===== config.mk =====
export PLATFORM = sky130hd
export DESIGN_NAME = pipe_ctrl
export DESIGN_NICKNAME = d
export VERILOG_FILES = /design/src/rtl/pipe_ctrl_pkg.sv /design/src/rtl/pipe_ctrl_sat_counter.sv /design/src/rtl/pipe_ctrl.sv
export SDC_FILE = /design/constraint.sdc
export NUM_CORES = 1
export LEC_CHECK = 0
export ABC_AREA = 1
export CORE_UTILIZATION = 49
export CTS_CLUSTER_DIAMETER = 40
export DETAILED_ROUTE_END_ITERATION = 8
export GPL_ROUTABILITY_DRIVEN = 1
export PLACE_DENSITY_LB_ADDON = 0.12
export SLEW_MARGIN = 20
export SYNTH_ARGS = -nofsm -noshare
export SYNTH_HDL_FRONTEND = slang
export SYNTH_SLANG_ARGS = --single-unit

===== constraint.sdc =====
create_clock -name clk -period 3.28 [get_ports clk]
set_clock_uncertainty 0.15 [all_clocks]
set_input_delay 0.656 -clock clk [delete_from_list [all_inputs] [get_ports clk]]
set_output_delay 0.656 -clock clk [all_outputs]
set_load 0.02 [all_outputs]

===== src/rtl/pipe_ctrl_pkg.sv =====
// Shared constants for pipe_ctrl: stall vector patterns, exception codes, FSM states.
package pipe_ctrl_pkg;

  localparam logic [5:0] STALL_NONE     = 6'b000000;
  localparam logic [5:0] STALL_FROM_IF  = 6'b000011;
  localparam logic [5:0] STALL_FROM_ID  = 6'b000111;
  localparam logic [5:0] STALL_FROM_EX  = 6'b001111;
  localparam logic [5:0] STALL_FROM_MEM = 6'b011111;

  localparam logic [31:0] EXC_NONE         = 32'h00000000;
  localparam logic [31:0] EXC_INT          = 32'h00000001;
  localparam logic [31:0] EXC_SYSCALL      = 32'h00000008;
  localparam logic [31:0] EXC_BREAK        = 32'h00000009;
  localparam logic [31:0] EXC_INST_INVALID = 32'h0000000a;
  localparam logic [31:0] EXC_OV           = 32'h0000000c;
  localparam logic [31:0] EXC_TRAP         = 32'h0000000d;
  localparam logic [31:0] EXC_ERET         = 32'h0000000e;

  localparam int HOLD_W = 4;

  typedef enum logic [1:0] {
    ST_IDLE    = 2'd0,
    ST_FLUSH   = 2'd1,
    ST_HOLDOFF = 2'd2
  } pipe_state_e;

  // Deepest stalling stage wins; it freezes itself and everything upstream.
  function automatic logic [5:0] stall_pattern(input logic req_if, input logic req_id,
                                               input logic req_ex, input logic req_mem);
    if (req_mem)     return STALL_FROM_MEM;
    else if (req_ex) return STALL_FROM_EX;
    else if (req_id) return STALL_FROM_ID;
    else if (req_if) return STALL_FROM_IF;
    else             return STALL_NONE;
  endfunction

endpackage


===== src/rtl/pipe_ctrl_sat_counter.sv =====
// Width-parameterised saturating up-counter (sat_counter) with synchronous clear.
module pipe_ctrl_sat_counter #(
  parameter int W = 32
) (
  input  logic         clk,
  input  logic         i_clr,
  input  logic         i_inc,
  output logic [W-1:0] o_cnt
);

  logic [W-1:0] r_cnt;

  always_ff @(posedge clk) begin
    if (i_clr) begin
      r_cnt <= '0;
    end else if (i_inc && (r_cnt != {W{1'b1}})) begin
      r_cnt <= r_cnt + W'(1);
    end
  end

  assign o_cnt = r_cnt;

endmodule


===== src/rtl/pipe_ctrl.sv =====
// Pipeline control: stall merge, exception/ERET flush sequencing, stall-cycle counter.
// Optional stall watchdog enabled with `define PIPE_CTRL_WDOG_EN.
module pipe_ctrl
  import pipe_ctrl_pkg::*;
#(
  parameter logic [31:0] EXC_VECTOR     = 32'h00000020,
  parameter int          HOLDOFF_CYCLES = 3,
`ifdef PIPE_CTRL_WDOG_EN
  parameter int          WDOG_LIMIT     = 1024,
`endif
  parameter int          CNT_W          = 32
) (
  input  logic             clk,
  input  logic             rst,
  input  logic             stallreq_from_if,
  input  logic             stallreq_from_id,
  input  logic             stallreq_from_ex,
  input  logic             stallreq_from_mem,
  input  logic [31:0]      excepttype_i,
  input  logic [31:0]      cp0_epc_i,
  output logic [5:0]       stall,
  output logic             flush,
  output logic [31:0]      new_pc,
`ifdef PIPE_CTRL_WDOG_EN
  output logic             wdog_timeout,
`endif
  output logic [CNT_W-1:0] stall_cnt
);

  pipe_state_e       r_state, w_state_nxt;
  logic [HOLD_W-1:0] r_hold_cnt, w_hold_nxt;
  logic [31:0]       r_new_pc, w_new_pc_nxt;
  logic              w_accept;
  logic              w_flush;
  logic [5:0]        w_stall;

  always_ff @(posedge clk) begin
    if (rst) begin
      r_state    <= ST_IDLE;
      r_hold_cnt <= '0;
      r_new_pc   <= '0;
    end else begin
      r_state    <= w_state_nxt;
      r_hold_cnt <= w_hold_nxt;
      r_new_pc   <= w_new_pc_nxt;
    end
  end

  always_comb begin
    w_state_nxt  = r_state;
    w_hold_nxt   = r_hold_cnt;
    w_new_pc_nxt = r_new_pc;
    w_accept     = 1'b0;
    case (r_state)
      ST_IDLE: begin
        if (excepttype_i != EXC_NONE) begin
          w_accept     = 1'b1;
          // Only ERET returns to EPC; every other code enters the common handler.
          w_new_pc_nxt = (excepttype_i == EXC_ERET) ? cp0_epc_i : EXC_VECTOR;
          w_state_nxt  = ST_FLUSH;
        end
      end
      ST_FLUSH: begin
        w_state_nxt = ST_HOLDOFF;
        w_hold_nxt  = HOLD_W'(HOLDOFF_CYCLES);
      end
      ST_HOLDOFF: begin
        if (r_hold_cnt <= HOLD_W'(1)) begin
          w_state_nxt = ST_IDLE;
          w_hold_nxt  = '0;
        end else begin
          w_hold_nxt = r_hold_cnt - HOLD_W'(1);
        end
      end
      default: begin
        w_state_nxt = ST_IDLE;
        w_hold_nxt  = '0;
      end
    endcase
  end

  assign w_flush = (r_state == ST_FLUSH);
  assign w_stall = (w_flush || w_accept) ? STALL_NONE
                 : stall_pattern(stallreq_from_if, stallreq_from_id,
                                 stallreq_from_ex, stallreq_from_mem);

  assign stall  = w_stall;
  assign flush  = w_flush;
  assign new_pc = r_new_pc;

  pipe_ctrl_sat_counter #(.W(CNT_W)) u_stall_cnt (
    .clk   (clk),
    .i_clr (rst),
    .i_inc (w_stall[0]),
    .o_cnt (stall_cnt)
  );

`ifdef PIPE_CTRL_WDOG_EN
  localparam int WDOG_W = $clog2(WDOG_LIMIT + 1);

  logic [WDOG_W-1:0] w_wdog_cnt;
  logic              r_wdog_timeout;

  // Counts the current unbroken run of stalled cycles.
  pipe_ctrl_sat_counter #(.W(WDOG_W)) u_wdog_cnt (
    .clk   (clk),
    .i_clr (rst || (w_stall == STALL_NONE)),
    .i_inc (1'b1),
    .o_cnt (w_wdog_cnt)
  );

  always_ff @(posedge clk) begin
    if (rst) begin
      r_wdog_timeout <= 1'b0;
    end else if (w_wdog_cnt >= WDOG_W'(WDOG_LIMIT)) begin
      r_wdog_timeout <= 1'b1;
    end
  end

  assign wdog_timeout = r_wdog_timeout;
`endif

endmodule


# Word level (Yosys, flattened, before mapping)
# Cells that the tools add are included.
[op_classes]
n_addsub = 2
order_cmp = 1
n_eq_ne = 6
muxes = 13
n_reduce_logical = 6
[ops]
columns = ["operator", "n"]
rows = [
  ["$add A32 B1 Y32 const B", 1],
  ["$eq A32 B4 Y1 const B", 1],
  ["$mux W32", 1],
  ["$ne A32 B32 Y1 const B", 1],
  ["$reduce_bool A32 Y1", 1],
  ["$pmux W4 S3", 1],
  ["$mux W4", 2],
  ["$mux W2", 3],
  ["$mux W6", 1],
  ["$pmux W2 S3", 1],
  ["$mux W5", 1],
  ["$le A4 B1 Y1 const B", 1],
  ["$ne A2 B2 Y1 const B", 2],
  ["$reduce_and A2 Y1", 2],
  ["$sub A4 B1 Y4 const B", 1],
  ["$mux W3", 1],
  ["$eq A2 B1 Y1 const B", 1],
  ["$eq A2 B2 Y1 const B", 1],
  ["$logic_not A2 Y1", 1],
  ["$mux W1", 2],
  ["$logic_and A1 B1 Y1", 1],
  ["$logic_or A1 B1 Y1", 1],
]
[word_totals]
ff_bits = 70
in_bits = 70
output_inout_bits = 71
word_cells = 32

# Logic depth before layout (Yosys ltp)
[logic_depth]
depth_word = 6
depth_mapped = 12
depth_no_buf = 11

# Hierarchy
# From an unflattened synthesis, not the netlist that was laid out.
[unflattened]
hier_cells = 565
hier_area_um2 = 3858.7
[by_module_without_submodules]
columns = ["module", "n_inst", "cells_per_inst", "area_per_inst_um2", "seq_area_each_um2"]
rows = [
  ["pipe_ctrl_sat_counter", 1, 324, 2062.0, 640.6],
  ["pipe_ctrl", 1, 241, 1796.7, 760.7],
]

# Worst setup path before layout
# No wires, ideal clock.
[synth_path]
path_type = "input to output"
startpoint = "input excepttype_i[31]"
endpoint = "output stall[3]"
t_arrival_ns = 1.970
required_ns = 2.474
setup_slack_ns = 0.504
cell_stages = 10
path_buffers = 1
path_cell_list = "nor2_1 -> nand2_1 -> nor2_1 -> nand2_1 -> nor2_1 -> nor2_1 -> nor2_1 -> buf_2 -> inv_1 -> a21oi_1"
[synth_via]
elab_chain_cells = 5
[synth_rtl]
columns = ["item", "line", "rtl"]
rows = [
  ["start, declared", "pipe_ctrl.sv:19", "input logic [31:0] excepttype_i,"],
  ["$reduce_bool A32 Y1", "pipe_ctrl.sv:56", "if (excepttype_i != EXC_NONE) begin"],
  ["$mux W1", "pipe_ctrl.sv:56", ""],
  ["$mux W1", "pipe_ctrl.sv:54", "case (r_state)"],
  ["$logic_or A1 B1 Y1", "pipe_ctrl.sv:83", "assign w_stall = (w_flush || w_accept) ? STALL_NONE"],
  ["$mux W6", "pipe_ctrl.sv:83", ""],
  ["end, declared", "pipe_ctrl.sv:21", "output logic [5:0] stall,"],
]
# No other way between the ends.

# Worst setup path after layout
[layout_path]
startpoint = "input excepttype_i[6]"
endpoint = "output stall[1]"
# Same word-level chain as after synthesis.

==> flow_summary.toml <==
[die]
num_io_pins = 141
start_util_pct = 50.33
die_x_um = 90.86
rows = 32
coreArea_um2 = 7687
die_h_um = 90.86
dieArea_um2 = 8255

[job]
drv_cap = 0

[setup_path]
r2r-end = "u_stall_cnt.o_cnt[29]"
critPathRequiredTime_ps = 2470
crit_chain = "clkdlybuf4s50_1 -> nor2_1 -> nand2_1 -> nor2_1 -> nand2_1 -> buf_4 -> o21ai_4 -> nand3_4 -> inv_1 -> dlygate4sd2_1"
end_kind = "output pin"
critPathLaunch = "excepttype_i[6]"
ff2ff_setup_slack_ps = 960
max_stage_delay_ps = 410
worstReg2RegStart = "u_stall_cnt.o_cnt[0]"
r2r_cells = 9
crit_path_end = "stall[1]"
cp-start-kind = "input port"
cp_max_fo = 2
slowest_stage = "clkdlybuf4s50_1"
arrival_ps = 2250
path_class = "input port to output pin"

[global_route]
gr-usage-all-layers_pct = 27.83
grt_pass1_wl_mm = 18.70
grt_max_degree = 47
grt_overflow = 0
grt_pass1_vias = 4318
antenna_found_initial = 0

[pwr]
p_leak_nw = 2.080
p_per_area_nw_per_um2 = 365.1
switchingPower_uw = 572.6
internal_power_mw = 1.445
p_sw_share_pct = 28.38
vdd.ir_drop.worst_mv = 0.2945
seqPwrFrac_pct = 43.6
pwr-share-comb_pct = 17.9
clkPwrFrac_pct = 38.5

[yosys]
ys_async_sr_fraction_pct = 0
synth_ff_type = "dfxtp_1"
synth_top_cell_by_area = "dfxtp_1"
synth_edf_count = 0
yosys_warnings = 0
ys_seq_area_share_pct = 36.22
synth_top_area_share_pct = 36.22
synth_nets = 688
synth_cell_types = 34
syn_area_per_cell_um2 = 6.321
synthCells = 612
synth_area_um2 = 3869
synth_most_common_cell = "nand2_1"
synth_area_leaders = "dfxtp_1 (36%), nand2_1 (20%), nor2_1 (12%)"
synth_common_cells = "nand2_1 (209), nor2_1 (127), dfxtp_1 (70)"
ys_ff_latch = 70

[clocking]
h-tree-depth = 3
clk_pin_slew_ps = 80
cts.sinks = 70
clockBufferDepth = 2
numCtsBuffers = 9
cts_tree = "yes"
cts_setup_buffers = 0
root_buffer = "clkbuf_8"
clock_latency_ps = 360

[cells_and_area]
syn2layout_area_growth_pct = 42.82
drive_gt1_share_pct = 5.326
n_antenna_cell = 0
nets = 822
postLayoutCellArea_um2 = 5525
layout.cells.non_filler = 853

[routing]
wl_per_cell_um = 13.05
drc_errors = 0
dr.pass1.iters = 5
drt_first_iter_violations = 187
routed_via_density = 5.155
drt-total-wl_mm = 11.13
vias = 4397
postRouteAntennaNets = 0

[sta]
rsz0062_at_grt = "no"
period_share_pct = 93.28
worst_pin_slew_ps = 763.3
fmax_mhz = 326.8
hold_viol = 0
relSlewSlack_pct = 49.06
finalCriticalPeriod_ps = 3060
slew_violations = 0
setup_viol = 0

[placed_design]
place_congestion = 0.9507
dp_hpwl_mm = 8.074
port_buffers = 139
dp.cells = 837
dpl_cell_area_um2 = 5329

[worst_hold_path]
min_from = "new_pc[17]"
hold-path-cell-count = 2
hp-class = "register to register"

[outcome]
status = "complete, no violations"
[cell usage in the layout (no fill, tap or decap), types with 2 or more instances in the layout]
cell type          n
clkbuf_2           3
ha_1               6
xor2_1             4
xnor2_1            3
a21oi_1           48
clkbuf_8           9
nand4_1           30
nor2_2             3
bufinv_16          2
o21ai_0            2
nor2_1           126
nand3b_1           7
nor3_1             8
nand3_4            2
clkinv_2           2
nand2_1          209
dlygate4sd2_1      2
dfxtp_1           70
clkdlybuf4s50_1  134
a31oi_1            2
inv_1             47
buf_4             10
nand3_1            6
[how the worst min path moves through the flow]
stage | to | slack (ps)
6_report | new_pc[17] | 320
5_1_grt | new_pc[27] | 340
4_1_cts | new_pc[14] | 320
3_5_place_dp | new_pc[24] | 310
3_3_place_gp | new_pc[7] | 300
2_1_floorplan | r_hold_cnt[1] | 330
[flip-flops by register name (all words and copies together), names as in the netlist]
name               count
new_pc                32
r_hold_cnt             4
r_state                2
u_stall_cnt.o_cnt     32
[logic make-up (layout without fill, tap and decap cells)]
family / Yosys count / in the layout / synth area share [%]
compound gates: 56 / 56 / 7.795
xor+xnor: 7 / 7 / 1.585
fa+ha+maj: 6 / 6 / 1.940
buf+inv: 73 / 212 / 8.085
flops: 70 / 70 / 36.22
other cells: 1 / 1 / 0.09693
simple gates: 399 / 399 / 44.28
[per-stage QoR]
stage / power, mW / setup WS [ps] / hold slack [ps] / util [%] / setup TNS (ps)
2_1_floorplan: 1.103 / 503.9 / 327.4 / - / 0
3_3_place_gp: 1.259 / -149.6 / 300.9 / 69.32 / -513.5
3_5_place_dp: 1.268 / -186.9 / 307.5 / 69.32 / -641.2
4_1_cts: 2.023 / 77.19 / 317.6 / 72.02 / 0
5_1_grt: 2.095 / 52.12 / 336.5 / 71.88 / 0
6_report: 2.018 / 220.5 / 317.4 / 71.88 / 0
[metal layers]
layer  global-route usage [%]  vias to the layer above  share of wire, %
li1                         -                     2204                 -
met1                    30.04                     1992                40
met2                    48.74                      176                49
met3                    9.343                       25               8.8
met4                    13.23                        0               2.8
met5                        0                        -                 0
[power groups by stage]
| stage | Clock, mW | Combinational, mW | Sequential [mW] |
|---|---|---|---|
| floorplan | 0 | 0.197 | 0.906 |
| global placement | 0 | 0.360 | 0.899 |
| detailed placement | 0 | 0.368 | 0.900 |
| CTS | 0.780 | 0.363 | 0.880 |
| global route | 0.824 | 0.388 | 0.883 |
| finish | 0.777 | 0.360 | 0.880 |
[repair_timing]
action                                  CTS  global route
cloned                                    0             0
hold buffers                              0             0
endpoints found under the setup margin    5             3
resized for setup                         5             6
[critical path, delay by kind of cell]
kind	cells	cell delay (ps)
AOI/OAI and AO/OA	1	160
and+or+nand+nor	5	480
buffers and inverters	4	950
[cell type report]
| type | count | area, µm² |
|---|---|---|
| clock buffer | 10 | 127.6 |
| inverter | 47 | 176.4 |
| timing repair buffer | 149 | 1449 |
| multi-input combinational | 469 | 2157 |
| clock inverter | 6 | 86.33 |
| tap | 102 | 127.6 |
| fill | 665 | 2162 |
| sequential | 70 | 1401 |
(Power assumes the default switching activity.)
